## config.mk

```make
export PLATFORM = sky130hd
export DESIGN_NAME = output_weight_update
export DESIGN_NICKNAME = d
export VERILOG_FILES = /design/src/rtl/idann_pkg.sv /design/src/rtl/weight_sat_step.sv /design/src/rtl/output_weight_update.sv
export SDC_FILE = /design/constraint.sdc
export NUM_CORES = 1
export LEC_CHECK = 0
export CORE_MARGIN = 3
export CORE_UTILIZATION = 55
export DETAILED_ROUTE_END_ITERATION = 10
export PLACE_DENSITY = 0.79
export SETUP_SLACK_MARGIN = 0.2
export SLEW_MARGIN = 0
export SYNTH_ARGS = -nofsm -noshare
export SYNTH_HDL_FRONTEND = slang
export SYNTH_SLANG_ARGS = --single-unit
```

## constraint.sdc

```tcl
create_clock -name clk_i -period 17.3 [get_ports clk_i]
set_input_delay 1.73 -clock clk_i [delete_from_list [all_inputs] [get_ports clk_i]]
set_output_delay 1.73 -clock clk_i [all_outputs]
set_load 0.01 [all_outputs]
```

## src/rtl/idann_pkg.sv

```systemverilog
// Shared widths and FSM encoding for the output-layer backward pass.
package idann_pkg;
  localparam int NUM_HIDDEN = 8;
  localparam int W_WIDTH    = 8;
  localparam int H_WIDTH    = 10;
  localparam int F_WIDTH    = 23;
  localparam int ERR_WIDTH  = 25;
  localparam int PROD_WIDTH = 36;

  typedef enum logic [1:0] {IDLE, UPDATE, DONE} upd_state_t;
endpackage

```

## src/rtl/weight_sat_step.sv

```systemverilog
// One gradient step for a single weight: w - (err*h >>> LR_SHIFT), clamped to int8.
module weight_sat_step
  import idann_pkg::*;
#(
  parameter int LR_SHIFT = 4
) (
  input  logic signed [W_WIDTH-1:0]   w,
  input  logic signed [ERR_WIDTH-1:0] err,
  input  logic        [H_WIDTH-1:0]   h,
  output logic signed [W_WIDTH-1:0]   w_new,
  output logic                        sat
);
  logic signed [PROD_WIDTH-1:0] prod, delta;
  logic signed [PROD_WIDTH:0]   diff;

  // h is an unsigned activation, so widen it with a zero sign bit first
  assign prod  = PROD_WIDTH'(err) * PROD_WIDTH'($signed({1'b0, h}));
  assign delta = prod >>> LR_SHIFT;
  assign diff  = (PROD_WIDTH+1)'(w) - (PROD_WIDTH+1)'(delta);

  always_comb begin
    w_new = diff[W_WIDTH-1:0];
    sat   = 1'b0;
    if (diff > (PROD_WIDTH+1)'(127)) begin
      w_new = 8'sh7f;
      sat   = 1'b1;
    end else if (diff < -(PROD_WIDTH+1)'(128)) begin
      w_new = 8'sh80;
      sat   = 1'b1;
    end
  end
endmodule

```

## src/rtl/output_weight_update.sv

```systemverilog
// Serial hidden-to-output weight update: one weight per cycle, then a b_end_o pulse.
module output_weight_update
  import idann_pkg::*;
#(
  parameter int          LR_SHIFT = 4,
  parameter logic [63:0] W_RESET  = 64'h0807060504030201
) (
  input  logic                          clk_i,
  input  logic                          rst_i,
  input  logic                          en_i,
  input  logic                          start_i,
  input  logic                          load_i,
  input  logic [NUM_HIDDEN*W_WIDTH-1:0] w_init_i,
  input  logic [F_WIDTH-1:0]            final_i,
  input  logic [3:0]                    target_i,
  input  logic [NUM_HIDDEN*H_WIDTH-1:0] hidden_i,
  output logic [NUM_HIDDEN*W_WIDTH-1:0] weights_o,
  output logic                          busy_o,
  output logic                          b_end_o,
  output logic                          sat_o
);
  upd_state_t state_q, state_d;
  logic [2:0]                              idx_q;
  logic signed [ERR_WIDTH-1:0]             err_q;
  logic [NUM_HIDDEN-1:0][H_WIDTH-1:0]      hid_q;
  logic [NUM_HIDDEN-1:0][W_WIDTH-1:0]      w_q;
  logic                                    sat_q;
  logic signed [W_WIDTH-1:0]               w_new;
  logic                                    step_sat;

  weight_sat_step #(.LR_SHIFT(LR_SHIFT)) u_step (
    .w     ($signed(w_q[idx_q])),
    .err   (err_q),
    .h     (hid_q[idx_q]),
    .w_new (w_new),
    .sat   (step_sat)
  );

  always_comb begin
    state_d = state_q;
    case (state_q)
      IDLE:    if (start_i && !load_i) state_d = UPDATE;
      UPDATE:  if (idx_q == 3'(NUM_HIDDEN-1)) state_d = DONE;
      DONE:    state_d = IDLE;
      default: state_d = IDLE;
    endcase
  end

  always_ff @(posedge clk_i) begin
    if (rst_i) state_q <= IDLE;
    else if (en_i) state_q <= state_d;
  end

  // Datapath: the snapshot (err, hid) keeps later input changes out of a running pass
  always_ff @(posedge clk_i) begin
    if (rst_i) begin
      idx_q <= '0;
      err_q <= '0;
      hid_q <= '0;
      w_q   <= W_RESET;
      sat_q <= 1'b0;
    end else if (en_i) begin
      case (state_q)
        IDLE: begin
          if (load_i) begin
            w_q <= w_init_i;
          end else if (start_i) begin
            err_q <= signed'(ERR_WIDTH'(final_i)) - signed'(ERR_WIDTH'(target_i));
            hid_q <= hidden_i;
            sat_q <= 1'b0;
            idx_q <= '0;
          end
        end
        UPDATE: begin
          w_q[idx_q] <= w_new;
          if (step_sat) sat_q <= 1'b1;
          idx_q <= idx_q + 3'd1;
        end
        default: ;
      endcase
    end
  end

  assign weights_o = w_q;
  assign busy_o    = (state_q != IDLE);
  assign b_end_o   = (state_q == DONE);
  assign sat_o     = sat_q;
endmodule

```

Yosys cells after proc, flatten, opt, wreduce, memory -nomap -nowiden
Index checks and enable logic that the tools add are counted.
Operators by class
  add/sub/neg operators: 3
  multiply operators: 1
  order comparisons: 4
  eq/ne operators: 9
  multiplexer cells: 23
  bitwise gates (word level): 1
  reduce and logical (&&, ||, !) cells: 11
Operator list (number)
  one-hot mux 64 bit (2 select lines): 1
  bitwise mux 64 bit: 1
  two-way mux 64 bit: 1
  > comparator 37 x 8 -> 1 bit, second input constant: 1
  less-than comparator 37 x 8 -> 1 bit, second input constant: 1
  multiplier 24 x 11 -> 35 bit: 1
  subtractor 8 x 32 -> 33 bit: 1
  two-way mux 8 bit: 4
  binary-select mux 10 bit (select 3 bit): 1
  binary-select mux 8 bit (select 3 bit): 1
  demux 8 bit (select 3 bit): 1
  subtractor 23 x 4 -> 24 bit: 1
  != test 2 bit, second input constant: 6
  two-way mux 10 bit: 1
  AND reduction 4 bit: 2
  two-way mux 3 bit: 2
  one-hot mux 3 bit (2 select lines): 1
  AND reduction 3 bit: 2
  two-way mux 1 bit: 5
  AND reduction 5 bit: 1
  less-than comparator 3 x 4 -> 1 bit, second input constant: 1
  two-way mux 2 bit: 2
  one-hot mux 2 bit (2 select lines): 1
  nonzero test 2 bit: 2
  10 further kinds: 11
Word-level totals
  register bits: 174
  input port bits: 176
  output and inout bits: 67

Longest topological paths before layout
Gate-level depths: netlist of the first run.
  depth after elaboration: 9
  mapped depth: 44
  mapped depth without buffers: 40

Hierarchy
From an unflattened synthesis of the first run, not the netlist that was laid out.
Second synthesis, totals
  cells, all modules: 2416
  area, all modules: 19394.9 um2
By module, submodules not included
  weight_sat_step: instances 1, cells an instance 1382, area an instance 11273.3 um2, sequential area each 0.0 um2
  output_weight_update: instances 1, cells an instance 1034, area an instance 8121.5 um2, sequential area each 3483.3 um2

Worst setup path before layout of the first run
OpenSTA, ideal clock, no wires.
  path type: flip-flop to flip-flop
  start: reg idx_q[1]
  end: reg w_q, in the netlist weights_o[51]
  library setup time: 0.103 ns
  arrival: 9.619 ns
  data required time: 17.197 ns
  slack: 7.578 ns
  stages on the path, launching flop included: 40
  path buffers: 4
  clock period less this slack: 9.722 ns
  cell sequence: dfxtp_1 buf_2 buf_2 nor3_1 a22o_1 a221oi_1 nand3_1 clkbuf_1 nand2_1 fa_1 inv_1 fa_1 fa_1 fa_1 inv_1 fa_1 inv_1 ha_1 [4 not listed] o21bai_1 a41o_1 a21oi_1 o21bai_1 a21oi_1 xor2_1 ha_1 clkbuf_1 nand2_1 o21a_2 o21ai_1 a2111oi_2 o211ai_1 or3_4 nor4b_4 nand4_2 a221o_2 a2111oi_2
On the way
  longest elaborated chain between the ends: 9
Ends and longest elaborated chain
  from (decl): RTL line output_weight_update.sv:23  | logic [2:0] idx_q;
  from (signal assigned): RTL line output_weight_update.sv:77  | idx_q <= idx_q + 3'd1;
  binary-select mux 10 bit (select 3 bit): RTL line output_weight_update.sv:34  | .h (hid_q[idx_q]),
  two-way mux 10 bit (implied by the code): RTL line output_weight_update.sv:34
  multiplier 24 x 11 -> 35 bit: RTL line weight_sat_step.sv:17  | assign prod = PROD_WIDTH'(err) * PROD_WIDTH'($signed({1'b0, h}));
  subtractor 8 x 32 -> 33 bit: RTL line weight_sat_step.sv:19  | assign diff = (PROD_WIDTH+1)'(w) - (PROD_WIDTH+1)'(delta);
  less-than comparator 37 x 8 -> 1 bit: RTL line weight_sat_step.sv:27  | end else if (diff < -(PROD_WIDTH+1)'(128)) begin
  two-way mux 8 bit: RTL line weight_sat_step.sv:27
  two-way mux 8 bit: RTL line weight_sat_step.sv:24  | if (diff > (PROD_WIDTH+1)'(127)) begin
  bitwise mux 64 bit *: RTL line output_weight_update.sv:75  | w_q[idx_q] <= w_new;
  one-hot mux 64 bit (2 select lines) *: RTL line output_weight_update.sv:63  | case (state_q)
  to (signal assigned): RTL line output_weight_update.sv:66  | w_q <= w_init_i;
  to (signal, indexed assignment): RTL line output_weight_update.sv:75
  to (decl): RTL line output_weight_update.sv:26  | logic [NUM_HIDDEN-1:0][W_WIDTH-1:0] w_q;
Mark *: on every way between the ends. The rest lies on a longest branch, timed or not. The select of a mux whose other input is x is not followed.
A chain may end at the register's enable or synchronous reset.

Worst setup path in the final report of the first run
  start: reg idx_q[1]
  end: reg w_q, in the netlist weights_o[52]
Same word-level chain as after synthesis.

==> results.py, run 1 <==
metrics = {
    "status": {
        "status": "completed",
    },
    "cts": {
        "clockBufferDepth": 2,
        "postCtsHoldBufs": 0,
        "cts-buffers-inserted": 17,
        "clkTransAtPathRegs_ns": 0.07,
        "numClockSinks": 174,
        "cts_setup_buffers": 0,
        "htreeDepth": 4,
        "root_buffer": "clkbuf_16",
        "clk_latency_ns": 0.44,
        "tritoncts": "done",
        "ctsResizeCount": 0,
    },
    "power_and_ir_drop": {
        "powerDensity_nw_per_um2": 59.7,
        "leakagePower_nw": 9.66,
        "vdd_drop_max_mv": 0.0695,
    },
    "routing": {
        "routed.top_layer": "met4",
        "avgRoutedWirePerCell_um": 19.0,
        "routed_via_density": 6.02,
        "first_iter_violations": 1659,
        "wl_um": 56900,
        "met1_length_um": 24100,
        "met2WireLength_um": 26300,
        "num_vias": 18040,
        "wl_met3_um": 4860,
        "ant_nets": 0,
        "dr.pass1.iters": 8,
        "drc_errors": 0,
    },
    "grt": {
        "grt_pass1_vias": 17476,
        "grt_antenna_before_repair": 0,
        "grt_pass1_wl_um": 91100,
        "grt_overflow_total": 0,
        "track_usage_pct": 30.6,
        "grt_max_degree": 105,
    },
    "cells_and_area": {
        "regArea_um2": 3480,
        "finish.utilization_pct": 65.7,
        "num-fill-cells": 2848,
        "layout_common_cells": "nand2_1, inv_1, clkdlybuf4s50_1",
        "drive_gt1_share_pct": 4.04,
        "multi_input_area_um2": 14100,
        "nNetsFinal": 3033,
        "layout_commonest_cell": "nand2_1",
        "final_area_um2": 22300,
        "n_antenna_cell": 0,
        "area_growth_pct": 16.3,
    },
    "sta": {
        "fmax_mhz": 83.9,
        "finalMaxSlewViolations": 0,
        "setup_viol": 0,
        "skew_ns": 0.0125,
        "tightest_slew_ns": 1.28,
        "fin_crit_ns": 11.92,
        "slew_headroom_pct": 14.7,
        "rsz0062_at_grt": "false",
        "post-route-period-util_pct": 68.9,
        "hold_viol_final": 0,
        "setup_ws_ns": 5.38,
        "tns_ns": 0,
    },
    "yosys": {
        "syn_area_um2": 19200,
        "synth_top_area_cell": "fa_1",
        "syn_avg_cell_area_um2": 8.00,
        "synth_ff_type": "dfxtp_1",
        "synth_area_leaders": "fa_1, dfxtp_1, nand2_1",
        "synthesis.nets": 2899,
        "synth_cells": 2401,
        "synth-edff-count": 0,
        "synth_top_area_share_pct": 22.0,
        "async_reset_ff_share_pct": 0,
        "ys_ff_latch": 174,
        "yosys_warnings": 0,
        "synth-seq-area-share_pct": 18.1,
        "synth_cell_types": 96,
    },
    "place": {
        "portBuffers": 242,
        "dp_worst_setup_slack_ns": 5.63,
        "dp_hpwl_um": 45400,
        "post_dp_cell_area_um2": 21700,
        "globalplace.congestion": 0.910,
    },
    "floorplan": {
        "core_um2": 34000,
        "dieArea_um2": 37200,
        "die_x_um": 193,
        "die_h_um": 193,
        "initial_core_util_pct": 56.5,
        "rows": 67,
        "io_pins": 243,
    },
    "worst_setup_path": {
        "crit_type": "reg -> reg",
        "required_ns": 17.60,
        "crit_path_max_fanout": 26,
        "crit_slowest_cell": "and3_1",
        "slowest_delay_ns": 0.96,
        "critical_path.top_delay_family": "simple AND/OR/NAND/NOR gates",
        "cp-start-kind": "flip-flop",
        "cp-end-kind": "flip-flop",
        "crit_arrival_ns": 12.22,
        "crit_buf_inv": 3,
        "crit_path_frequent_cell": "fa_1",
    },
    "worst_hold_path": {
        "hold_class": "reg -> reg",
    },
    "flow_run": {
        "maxCapViolations": 0,
    },
}
cell type report:
type	instances	area share, %
timing repair buffer	261	11.5
tap	448	2.51
clock buffer	21	2.11
sequential	174	15.6
multi-input combinational	1823	63.2
clock inverter	10	0.790
inverter	258	4.34
metrics by stage:
stage | instances | hold WS [ns] | power, mW
floorplan | 2401 | 0.436 | 0.755
global placement | 2964 | 0.444 | 0.899
CTS | 2995 | 0.457 | 1.32
finish | 2995 | 0.458 | 1.33
detailed placement | 2964 | 0.448 | 0.905
global route | 2995 | 0.476 | 1.39
synth_stat cells (all sizes together) (48+ instances only):
| cell type | n |
|---|---|
| nor2 | 174 |
| inv | 258 |
| nor2b | 62 |
| clkbuf | 122 |
| nand2 | 387 |
| a21oi | 193 |
| a22oi | 48 |
| fa | 211 |
| o21ai | 74 |
| and3 | 48 |
| ha | 111 |
| dfxtp | 174 |
metal layers:
| metal | vias to the layer above | global-route usage, % |
|---|---|---|
| met5 | - | 0 |
| met3 | 114 | 5.05 |
| met2 | 886 | 49.8 |
| met4 | 0 | 9.02 |
| met1 | 8677 | 42.2 |
| li1 | 8363 | - |
path summary, 6_finish.rpt:
path / from / to / slack, ns / cells past startpoint
worst max-delay path: idx_q[1]$_SDFFE_PP0P_ / weights_o[52]$_SDFFE_PP0P_ / 5.38 / 35
worst min-delay path: hid_q[24]$_SDFFE_PP0P_ / hid_q[24]$_SDFFE_PP0P_ / 0.46 / 2
worst max register to register: idx_q[1]$_SDFFE_PP0P_ / weights_o[52]$_SDFFE_PP0P_ / 5.38 / 35
worst min register to register: hid_q[24]$_SDFFE_PP0P_ / hid_q[24]$_SDFFE_PP0P_ / 0.46 / 2
logic make-up (layout without fill, tap and decap cells):
kind of cell,Yosys count,in the layout,synth area share [%]
AOI/OAI and AO/OA,541,541,18.7
xor gates and xnor gates,68,68,3.10
adders and majority gates,322,322,29.2
buffers and inverters,404,550,8.50
DFF,174,174,18.1
muxes,14,14,0.736
and+or+nand+nor,878,878,21.5
power by group:
group | total [mW] | internal [mW] | leakage (nW) | switching (mW)
Combinational | 0.458 | 0.192 | 7.92 | 0.265
Sequential | 0.449 | 0.422 | 1.42 | 0.0269
Clock | 0.425 | 0.256 | 0.314 | 0.170
Total | 1.33 | 0.870 | 9.66 | 0.462
state kept, by name (all words and copies together) (netlist names):
name	count
weights_o	64
err_q	24
state_q	2
hid_q	80
sat_o	1
idx_q	3
worst reg2reg max path, delay by kind of cell (launching register included):
kind                       cells  cell delay, ns
buffers and inverters          3            0.16
and+or+nand+nor               11            4.02
AOI/OAI and AO/OA             13            3.07
xor gates and xnor gates       1            0.15
DFF                            1            0.93
adders and majority gates      7            3.44
Power figures use the tool's default switching activity.
==> run 2, diff against run 1 <==
clock period = 11.8 ns   (was 17.3 ns; I/O delays follow)
==> results.py, run 2 (synthesis gave the netlist of run 1 again) <==
metrics = {
    "floorplan": {
        "io_pins": 243,
        "core_um2": 34000,
        "die_h_um": 193,
        "die_x_um": 193,
        "initial_core_util_pct": 56.5,
        "dieArea_um2": 37200,
        "rows": 67,
    },
    "routing": {
        "drc_errors": 0,
        "wl_um": 57300,
        "avgRoutedWirePerCell_um": 19.0,
        "routed_via_density": 5.96,
        "dr.pass1.iters": 8,
        "num_vias": 17961,
        "ant_nets": 0,
        "first_iter_violations": 1695,
    },
    "cells_and_area": {
        "finish.utilization_pct": 66.1,
        "nNetsFinal": 3052,
        "area_growth_pct": 16.9,
        "layout_commonest_cell": "nand2_1",
        "top_register": "hid_q",
        "final_area_um2": 22400,
        "n_antenna_cell": 0,
        "largest_reg_flops": 80,
        "drive_gt1_share_pct": 5.06,
        "layout_common_cells": "nand2_1, inv_1, clkdlybuf4s50_1",
    },
    "sta": {
        "setup_ws_ns": 0.903,
        "tns_ns": 0,
        "setup_viol": 0,
        "finalMaxSlewViolations": 0,
        "post-route-period-util_pct": 92.3,
        "skew_ns": 0.0119,
        "slew_headroom_pct": 16.7,
        "fin_crit_ns": 10.90,
        "hold_viol_final": 0,
        "tightest_slew_ns": 1.25,
        "rsz0062_at_grt": "false",
        "fmax_mhz": 91.8,
    },
    "worst_setup_path": {
        "crit_type": "reg -> reg",
        "r2r-start": "idx_q[2]$_SDFFE_PP0P_",
        "cp-start-kind": "flip-flop",
        "required_ns": 12.10,
        "setup.worst_path.start": "idx_q[2]$_SDFFE_PP0P_",
        "reg2reg_depth": 36,
        "cp-end-kind": "flip-flop",
        "r2r_setup_slack_ns": 0.90,
        "slowest_delay_ns": 0.60,
        "r2r-end": "weights_o[52]$_SDFFE_PP0P_",
        "crit_slowest_cell": "or4b_2",
        "crit_path_frequent_cell": "fa_1",
        "crit_arrival_ns": 11.20,
        "crit_path_max_fanout": 16,
    },
    "cts": {
        "tritoncts": "done",
        "root_buffer": "clkbuf_16",
        "clk_latency_ns": 0.44,
        "postCtsHoldBufs": 0,
        "numClockSinks": 174,
        "clkTransAtPathRegs_ns": 0.07,
        "clockBufferDepth": 2,
        "htreeDepth": 4,
        "cts-buffers-inserted": 17,
    },
    "power_and_ir_drop": {
        "leakagePower_nw": 9.76,
        "switching_power_mw": 0.695,
        "clkPwrFrac_pct": 29.9,
        "swShare_pct": 36.5,
        "powerDensity_nw_per_um2": 84.7,
        "seq_power_share_pct": 34.6,
        "intPower_mw": 1.21,
        "vdd_drop_max_mv": 0.0997,
        "combPwrFrac_pct": 35.5,
    },
    "place": {
        "dp_hpwl_um": 45100,
        "portBuffers": 242,
        "dp_worst_setup_slack_ns": 0.479,
        "post_dp_cell_area_um2": 21700,
        "globalplace.congestion": 0.920,
    },
    "worst_hold_path": {
        "min_path_cells": 2,
        "holdPathEnd": "hid_q[19]$_SDFFE_PP0P_",
        "hp-start": "hid_q[19]$_SDFFE_PP0P_",
        "hold_class": "reg -> reg",
    },
    "grt": {
        "grt_pass1_vias": 17624,
        "grt_overflow_total": 0,
        "grt_max_degree": 112,
        "grt_antenna_before_repair": 0,
        "track_usage_pct": 30.7,
        "grt_pass1_wl_um": 91200,
    },
    "status": {
        "status": "completed",
    },
    "flow_run": {
        "maxCapViolations": 0,
    },
}
[run 2: changes by cell type in the layout (fill, tap and decap cells not counted), sizes merged]
cell / change
nand4: +1
buf: +18
clkbuf: -3
bufinv: -3
inv: +5
clkinvlp: +2
[run 2: worst max-delay path by stage]
| stage | depth (start not counted) | slack (ns) | to |
|---|---|---|---|
| 4_1_cts | 33 | 0.40 | weights_o[52]$_SDFFE_PP0P_ |
| 6_report | 36 | 0.90 | weights_o[52]$_SDFFE_PP0P_ |
| 5_1_grt | 36 | 0.21 | weights_o[52]$_SDFFE_PP0P_ |
| 3_3_place_gp | 37 | 0.97 | weights_o[6]$_SDFFE_PP0P_ |
| 3_5_place_dp | 33 | 0.48 | weights_o[52]$_SDFFE_PP0P_ |
| 2_1_floorplan | 39 | 2.08 | weights_o[51]$_SDFFE_PP0P_ |
[run 2: stage by stage]
step,std cells,hold slack (ns),total power [mW]
after CTS,3005,0.457,1.89
after global routing,3015,0.481,1.99
after global placement,2973,0.445,1.32
final,3015,0.456,1.90
after floorplan,2401,0.436,1.11
after detailed placement,2973,0.447,1.33
[run 2: routing by layer]
metal / vias to the layer above / wire length (um) / global-route usage (%)
met1: 8554 / 23900 / 41.6
met3: 142 / 5190 / 5.69
met5: - / 0 / 0
li1: 8388 / - / -
met4: 0 / 2050 / 10.1
met2: 877 / 26100 / 49.8
[run 2: timing repair]
item,CTS,global route
setup endpoints to repair,0,57
setup buffers,0,9
resized for setup,0,8
[run 2: layout make-up]
| class | instances | area (um^2) |
|---|---|---|
| Multi-Input combinational cell | 1824 | 14100 |
| Sequential cell | 174 | 3480 |
| Clock buffer | 18 | 439 |
| Clock inverter | 14 | 144 |
| Fill cell | 2853 | 11500 |
| Inverter | 258 | 968 |
| Timing Repair Buffer | 279 | 2720 |
| Tap cell | 448 | 561 |
[run 2: worst max-delay path: cells and delay by family, from the launching register on]
family | cells | cell delay (ns)
AND/OR/NAND/NOR | 11 | 3.55
adder cells (fa/ha/maj) | 7 | 3.24
AO/OA/AOI/OAI | 13 | 2.68
buffers and inverters | 4 | 0.64
flip-flops | 1 | 0.49
XOR/XNOR | 1 | 0.14
[run 2: power groups by stage]
stage / logic, mW / registers (mW) / clock network (mW)
detailed placement: 0.658 / 0.669 / 0
global route: 0.737 / 0.661 / 0.595
global placement: 0.648 / 0.669 / 0
CTS: 0.661 / 0.656 / 0.569
floorplan: 0.452 / 0.656 / 0
finish: 0.676 / 0.658 / 0.568
